[src/rtl/load_wr_buffer_if.sv]
`default_nettype none
// +----------------------------------------------------------------------------+
// | Module      : load_wr_buffer_if                                            |
// | Description : Loader-side, RAM-side and CPU-jump signals of load_wr_buffer |
// |               (checksum present only with LOAD_WR_CHECKSUM_EN).            |
// | Revision    : 1.0                                                          |
// +----------------------------------------------------------------------------+
interface load_wr_buffer_if #(
  parameter int DATA = 8,
  parameter int ADDR = 16
);
  logic            in_download;
  logic            in_wr;
  logic [ADDR-1:0] in_addr;
  logic [DATA-1:0] in_data;
  logic            in_exec;
  logic [ADDR-1:0] in_exec_addr;
  logic            hold;
  logic            mem_req;
  logic [ADDR-1:0] mem_addr;
  logic [DATA-1:0] mem_data;
  logic            mem_ack;
  logic            jump;
  logic [ADDR-1:0] jump_addr;
  logic            busy;
  logic            overflow;
`ifdef LOAD_WR_CHECKSUM_EN
  logic [DATA-1:0] checksum;
`endif

  modport master (
    output in_download, in_wr, in_addr, in_data, in_exec, in_exec_addr, mem_ack,
    input  hold, mem_req, mem_addr, mem_data, jump, jump_addr, busy, overflow
`ifdef LOAD_WR_CHECKSUM_EN
    , input checksum
`endif
  );

  modport slave (
    input  in_download, in_wr, in_addr, in_data, in_exec, in_exec_addr, mem_ack,
    output hold, mem_req, mem_addr, mem_data, jump, jump_addr, busy, overflow
`ifdef LOAD_WR_CHECKSUM_EN
    , output checksum
`endif
  );
endinterface
`default_nettype wire

[src/rtl/load_wr_buffer.sv]
`default_nettype none
// +----------------------------------------------------------------------------+
// | Module      : load_wr_buffer                                               |
// | Description : Buffers loader byte writes in a FIFO, drains them to RAM and |
// |               fires the CPU jump once earlier writes are acked.            |
// |               Optional checksum output: define LOAD_WR_CHECKSUM_EN.        |
// | Revision    : 1.0                                                          |
// +----------------------------------------------------------------------------+
module load_wr_buffer #(
  parameter int DATA  = 8,
  parameter int ADDR  = 16,
  parameter int DEPTH = 8
) (
  input wire              clock,
  input wire              reset,
  load_wr_buffer_if.slave bus
);
  localparam int AW = $clog2(DEPTH);
  localparam int CW = AW + 1;
  localparam logic [CW-1:0] C_FULL = CW'(DEPTH);
  localparam logic [CW-1:0] C_HOLD = CW'(DEPTH - 2);

  typedef enum logic [1:0] {
    IDLE = 2'd0,
    REQ  = 2'd1,
    GAP  = 2'd2,
    JUMP = 2'd3
  } state_t;

  state_t               r_state;
  logic [ADDR+DATA-1:0] r_fifo [DEPTH];
  logic [AW-1:0]        r_wptr;
  logic [AW-1:0]        r_rptr;
  logic [CW-1:0]        r_count;
  logic                 r_mem_req;
  logic [ADDR-1:0]      r_mem_addr;
  logic [DATA-1:0]      r_mem_data;
  logic                 r_jump;
  logic [ADDR-1:0]      r_jump_addr;
  logic                 r_pending;
  logic                 r_overflow;
  logic                 r_download_q;

  logic                 w_push;
  logic                 w_drop;
  logic                 w_pop;
  logic                 w_empty;
  logic                 w_dl_rise;
  logic [ADDR+DATA-1:0] w_head;

  assign w_empty   = (r_count == '0);
  assign w_push    = bus.in_wr && (r_count != C_FULL);
  assign w_drop    = bus.in_wr && (r_count == C_FULL);
  // The head stays queued until acked, so count includes the in-flight write
  assign w_pop     = (r_state == REQ) && bus.mem_ack;
  assign w_dl_rise = bus.in_download && !r_download_q;
  assign w_head    = r_fifo[r_rptr];

  always_ff @(posedge clock) begin
    if (w_push) begin
      r_fifo[r_wptr] <= {bus.in_addr, bus.in_data};
    end
  end

  always_ff @(posedge clock or posedge reset) begin
    if (reset) begin
      r_wptr  <= '0;
      r_rptr  <= '0;
      r_count <= '0;
    end else begin
      if (w_push) r_wptr <= r_wptr + 1'b1;
      if (w_pop)  r_rptr <= r_rptr + 1'b1;
      case ({w_push, w_pop})
        2'b10:   r_count <= r_count + 1'b1;
        2'b01:   r_count <= r_count - 1'b1;
        default: r_count <= r_count;
      endcase
    end
  end

  always_ff @(posedge clock or posedge reset) begin
    if (reset) begin
      r_state      <= IDLE;
      r_mem_req    <= 1'b0;
      r_mem_addr   <= '0;
      r_mem_data   <= '0;
      r_jump       <= 1'b0;
      r_jump_addr  <= '0;
      r_pending    <= 1'b0;
      r_overflow   <= 1'b0;
      r_download_q <= 1'b0;
    end else begin
      r_download_q <= bus.in_download;

      if (w_drop)         r_overflow <= 1'b1;
      else if (w_dl_rise) r_overflow <= 1'b0;

      // A fresh execute request wins over a same-cycle clear
      if (bus.in_exec) begin
        r_jump_addr <= bus.in_exec_addr;
        r_pending   <= 1'b1;
      end else if (w_dl_rise || (r_state == JUMP)) begin
        r_pending   <= 1'b0;
      end

      case (r_state)
        IDLE: begin
          if (!w_empty) begin
            r_state    <= REQ;
            r_mem_req  <= 1'b1;
            r_mem_addr <= w_head[ADDR+DATA-1:DATA];
            r_mem_data <= w_head[DATA-1:0];
          end else if (r_pending) begin
            r_state <= JUMP;
            r_jump  <= 1'b1;
          end
        end
        REQ: begin
          if (bus.mem_ack) begin
            r_state   <= GAP;
            r_mem_req <= 1'b0;
          end
        end
        GAP: begin
          r_state <= IDLE;
        end
        JUMP: begin
          r_state <= IDLE;
          r_jump  <= 1'b0;
        end
        default: begin
          r_state   <= IDLE;
          r_mem_req <= 1'b0;
          r_jump    <= 1'b0;
        end
      endcase
    end
  end

`ifdef LOAD_WR_CHECKSUM_EN
  logic [DATA-1:0] r_checksum;

  always_ff @(posedge clock or posedge reset) begin
    if (reset) begin
      r_checksum <= '0;
    end else if (w_dl_rise) begin
      r_checksum <= '0;
    end else if (w_pop) begin
      r_checksum <= r_checksum + r_mem_data;
    end
  end

  assign bus.checksum = r_checksum;
`endif

  assign bus.hold      = (r_count >= C_HOLD);
  assign bus.busy      = !w_empty || (r_state != IDLE) || r_pending;
  assign bus.mem_req   = r_mem_req;
  assign bus.mem_addr  = r_mem_addr;
  assign bus.mem_data  = r_mem_data;
  assign bus.jump      = r_jump;
  assign bus.jump_addr = r_jump_addr;
  assign bus.overflow  = r_overflow;
endmodule
`default_nettype wire

[src/flat_wrapper.sv]
// flat-port wrapper written by rule: the top's interface ports become plain ports
module load_wr_buffer_flat 
#(
  parameter int DATA  = 8,
  parameter int ADDR  = 16,
  parameter int DEPTH = 8
)
  (clock, reset, bus_in_download, bus_in_wr, bus_in_addr, bus_in_data, bus_in_exec, bus_in_exec_addr, bus_mem_ack, bus_hold, bus_mem_req, bus_mem_addr, bus_mem_data, bus_jump, bus_jump_addr, bus_busy, bus_overflow);
  load_wr_buffer_if #(.DATA(DATA), .ADDR(ADDR)) bus_i ();
  input wire clock;
  input wire reset;
  input wire logic [$bits(bus_i.in_download)-1:0] bus_in_download;
  input wire logic [$bits(bus_i.in_wr)-1:0] bus_in_wr;
  input wire logic [$bits(bus_i.in_addr)-1:0] bus_in_addr;
  input wire logic [$bits(bus_i.in_data)-1:0] bus_in_data;
  input wire logic [$bits(bus_i.in_exec)-1:0] bus_in_exec;
  input wire logic [$bits(bus_i.in_exec_addr)-1:0] bus_in_exec_addr;
  input wire logic [$bits(bus_i.mem_ack)-1:0] bus_mem_ack;
  output wire logic [$bits(bus_i.hold)-1:0] bus_hold;
  output wire logic [$bits(bus_i.mem_req)-1:0] bus_mem_req;
  output wire logic [$bits(bus_i.mem_addr)-1:0] bus_mem_addr;
  output wire logic [$bits(bus_i.mem_data)-1:0] bus_mem_data;
  output wire logic [$bits(bus_i.jump)-1:0] bus_jump;
  output wire logic [$bits(bus_i.jump_addr)-1:0] bus_jump_addr;
  output wire logic [$bits(bus_i.busy)-1:0] bus_busy;
  output wire logic [$bits(bus_i.overflow)-1:0] bus_overflow;
  assign bus_i.in_download = bus_in_download;
  assign bus_i.in_wr = bus_in_wr;
  assign bus_i.in_addr = bus_in_addr;
  assign bus_i.in_data = bus_in_data;
  assign bus_i.in_exec = bus_in_exec;
  assign bus_i.in_exec_addr = bus_in_exec_addr;
  assign bus_i.mem_ack = bus_mem_ack;
  assign bus_hold = bus_i.hold;
  assign bus_mem_req = bus_i.mem_req;
  assign bus_mem_addr = bus_i.mem_addr;
  assign bus_mem_data = bus_i.mem_data;
  assign bus_jump = bus_i.jump;
  assign bus_jump_addr = bus_i.jump_addr;
  assign bus_busy = bus_i.busy;
  assign bus_overflow = bus_i.overflow;
  load_wr_buffer #(.DATA(DATA), .ADDR(ADDR), .DEPTH(DEPTH)) u_core (.clock(clock), .reset(reset), .bus(bus_i));
endmodule
[config.mk]
export PLATFORM = sky130hd
export DESIGN_NAME = load_wr_buffer_flat
export DESIGN_NICKNAME = d
export VERILOG_FILES = /design/src/rtl/load_wr_buffer_if.sv /design/src/rtl/load_wr_buffer.sv /design/src/flat_wrapper.sv
export SDC_FILE = /design/constraint.sdc
export NUM_CORES = 1
export LEC_CHECK = 0
export ABC_AREA = 1
export BUFFER_PORTS_ARGS = -buffer_cell sky130_fd_sc_hd__buf_2
export CORE_AREA = 4 4 154 156
export CTS_CLUSTER_DIAMETER = 40
export DETAILED_ROUTE_END_ITERATION = 8
export DIE_AREA = 0 0 158 160
export GPL_TIMING_DRIVEN = 1
export PLACE_DENSITY = 0.72
export SLEW_MARGIN = 20
export SYNTH_ARGS = -nofsm -noshare
export SYNTH_HDL_FRONTEND = slang
export SYNTH_SLANG_ARGS = --single-unit
[constraint.sdc]
create_clock -name clock -period 3.5 [get_ports clock]
set_clock_uncertainty 0.15 [all_clocks]
set_input_delay 0.175 -clock clock [delete_from_list [all_inputs] [get_ports clock]]
set_output_delay 0.175 -clock clock [all_outputs]
set_load 0.1 [all_outputs]
==> results.md <==
- Status: finished clean
- Clock transition at path regs: 60 ps
- Clock Latency Late Sink: 560 ps
- DRC viols: 0
- Max-slew violation count: 0
- Placed standard-cell area: 10730 um2
- Area grow syn2layout: 24.08%
- Placer Congestion: 0.7772
- Placed Cells: 1207
- Hold EP: u_core.r_download_q$_DFF_PP0_
- Main area contributors after synthesis: edfxtp_1 58%, dfrtp_1 14%, nor2_1 6.1%
- Min Clock Period, post-route: 2378 ps
- Total wire length: 22.85 mm
- Clock Tree Root: clkbuf_16
- MaxCap Viol Count: 0
- Global-route wire length before repair: 36.12 mm
- Final non-filler cell total: 1325
- Leak: 0.004944 uW
- Cell area after layout: 12360 um2
- Ys Warns: 0
- Starting Density: 44.54%
- Die Area: 25280 um2
- Initial DRC Count: 645
- Kind of critical path: reg2reg
- Tightest Pin Transition: 849.7 ps
- PD cells: 931.3 nW/um2
- Hold Path Cell Cnt: 2
- Syn Std Cell Area: 9962 um2
- Mapped Cells: 859
- Overall power: 11510 uW
- Width of the chip: 158 um
- Grt total ovfl: 0
- Unrepaired setup endpoints after global routing: false
- Final Setup Violations: 0
- R2r setup slk: 1120 ps
- Crit Reg-Reg Endpoint: u_core.r_count[2]$_DFFE_PP0P_
- Boundary pin count: 91
- Largest area contributor in the netlist: edfxtp_1
- Ant. Diodes: 0
- Routed vias/inst: 5.123
- Place WS: 1155 ps
- Crit. End Element: register
- DRT Pass-1 Iters: 7
- Slew HR: 43.35%
- Most numerous cell in the Yosys netlist: edfxtp_1
- Primary FF master, synth: edfxtp_1
- Vert. Die Dim: 160 um
- #FFs+latches synth: 249
- Period utilization: 67.96%
- Core area: 22370 um2
- Post-Syn Nets: 914
- Fin nets: 1070
- Dpl hpwl: 12.42 mm
- Multi-input combinational cell area: 2390 um2
- Initial antenna violation count: 0
- H-tree levels: 1
- Worst EP required: 3810 ps
- Sinks on Clock Net: 249
- Drt wl/cell: 17.24 um
- GRT Total Usage: 17.90%
- IO Port Bufs: 90
- CTS max path bufs: 3
- Average size of a mapped cell: 11.60 um2
- Final setup TNS: 0 ps
- Largest net degree at the start of global routing: 69
- Min-delay src: bus_in_download
- Fin. Hold Viols: 0
- R2R cell count: 11
- FMAX: 420.4 MHz
- FF-to-FF Start: u_core.r_state[1]$_DFFE_PP0P_
- Register area share after synthesis: 72.19%
- CTS tree: yes
- Fraction of registers with async set or reset after synthesis: 22.89%
- Setup WS post-layout: 1122 ps
- Crit start category: register
- Post-CTS setup buffer count: 0
- Filler cells: 1789
- Worst Hold Class: in2reg
- Crit path DAT: 2690 ps
- Crit path from: u_core.r_state[1]$_DFFE_PP0P_
- Post-synth EDFFs: 192
- Yosys top cell area share: 57.87%
- Row cnt: 55
- Maximum vdd ir drop: 496.0 uV
- DR vias: 6788
- Synth top cells by count: 192 x edfxtp_1, 162 x nor2_1, 148 x nand2_1
- Antenna violation net count after detailed routing: 0
- Number of global-route vias before repair: 6746
- Flip-flop and latch area: 7196 um2
- Total CTS buffers: 31
- Crit path max fanout: 6
- Layout cell share with drive strength beyond 1: 17.31%
- Synth cell types: 27
- Cts repair resizes: 0
-- sequential cells by signal, indices dropped and copies added, names as in the netlist, 2 cells and up --
register	flops
u_core.bus.jump_addr	16
u_core.bus.mem_addr	16
u_core.bus.mem_data	8
u_core.r_count	4
u_core.r_fifo	192
u_core.r_rptr	3
u_core.r_state	2
u_core.r_wptr	3
-- worst max-delay path by stage --
stage	cells past startpoint	slack [ps]	endpoint
2_1_floorplan	2	610	bus_hold
3_3_place_gp	11	1200	u_core.r_count[2]$_DFFE_PP0P_
3_5_place_dp	11	1160	u_core.r_count[2]$_DFFE_PP0P_
4_1_cts	11	1140	u_core.r_count[2]$_DFFE_PP0P_
5_1_grt	11	940	u_core.r_count[2]$_DFFE_PP0P_
6_report	11	1120	u_core.r_count[2]$_DFFE_PP0P_
-- cell type report --
cell class                      instances  share of cell area, %
Tap cell                              285                  2.885
Sequential cell                       249                  58.21
Multi-Input combinational cell        518                  19.33
Timing Repair Buffer                  165                  9.718
Clock inverter                         27                  2.045
Inverter                               50                  1.528
Clock buffer                           31                  6.276
-- power breakdown --
part / internal, uW / switching (uW)
sequential: 3780 / 342
clock: 1810 / 1290
combinational: 1030 / 3270
total: 6610 / 4900
-- repair_timing --
| action | in CTS | in global routing |
|---|---|---|
| hold buffers | 60 | 0 |
| hold endpoints to repair | 262 | 0 |
| setup endpoints to repair | 0 | 0 |
-- critical path: stages (launching register included) --
cell and delay (ps):
dfrtp_1 370, inv_1 120, ha_1 230, nand2_1 130
inv_1 180, ha_1 250, nor2_1 60, nor2_1 150
ha_1 160, a21oi_1 50, or2_2 300, a31oi_1 150
-- per-stage QoR --
stage / utilization (%) / hold WS [ps]
after floorplan: - / 56.43
after global placement: 47.98 / 149.7
after detailed placement: 47.98 / 151.9
after CTS: 55.26 / 123.4
after global routing: 55.27 / 137.6
final: 55.27 / 140.5
-- cell families after synthesis --
group | after synthesis | synth area share, %
AOI/OAI and AO/OA | 113 | 6.355
xor gates and xnor gates | 5 | 0.4397
adders and majority gates | 9 | 1.130
buffers and inverters | 92 | 4.019
DFF | 249 | 72.19
and+or+nand+nor | 391 | 15.86
-- cell usage in the layout, fill, tap and decap left out, drive strengths merged, types with 3 or more instances in the layout --
cell type / count
dlygate4sd3: 60
xor2: 3
dfrtp: 57
o21ai: 84
ha: 9
clkbuf: 31
a21oi: 3
o211ai: 24
nand3: 76
edfxtp: 192
nand2: 149
clkinv: 15
inv: 55
nor2: 163
buf: 105
clkinvlp: 5
-- layer usage --
layer	wire [um]	GRT usage (%)	share of wire [%]	vias up
li1	-	-	-	3263
met1	9859	24.73	43	3265
met2	10990	29.86	48	229
met3	1538	3.062	6.7	31
met4	456	4.110	2.0	0
met5	0	0	0	-
Power figures use the tool's default switching activity.
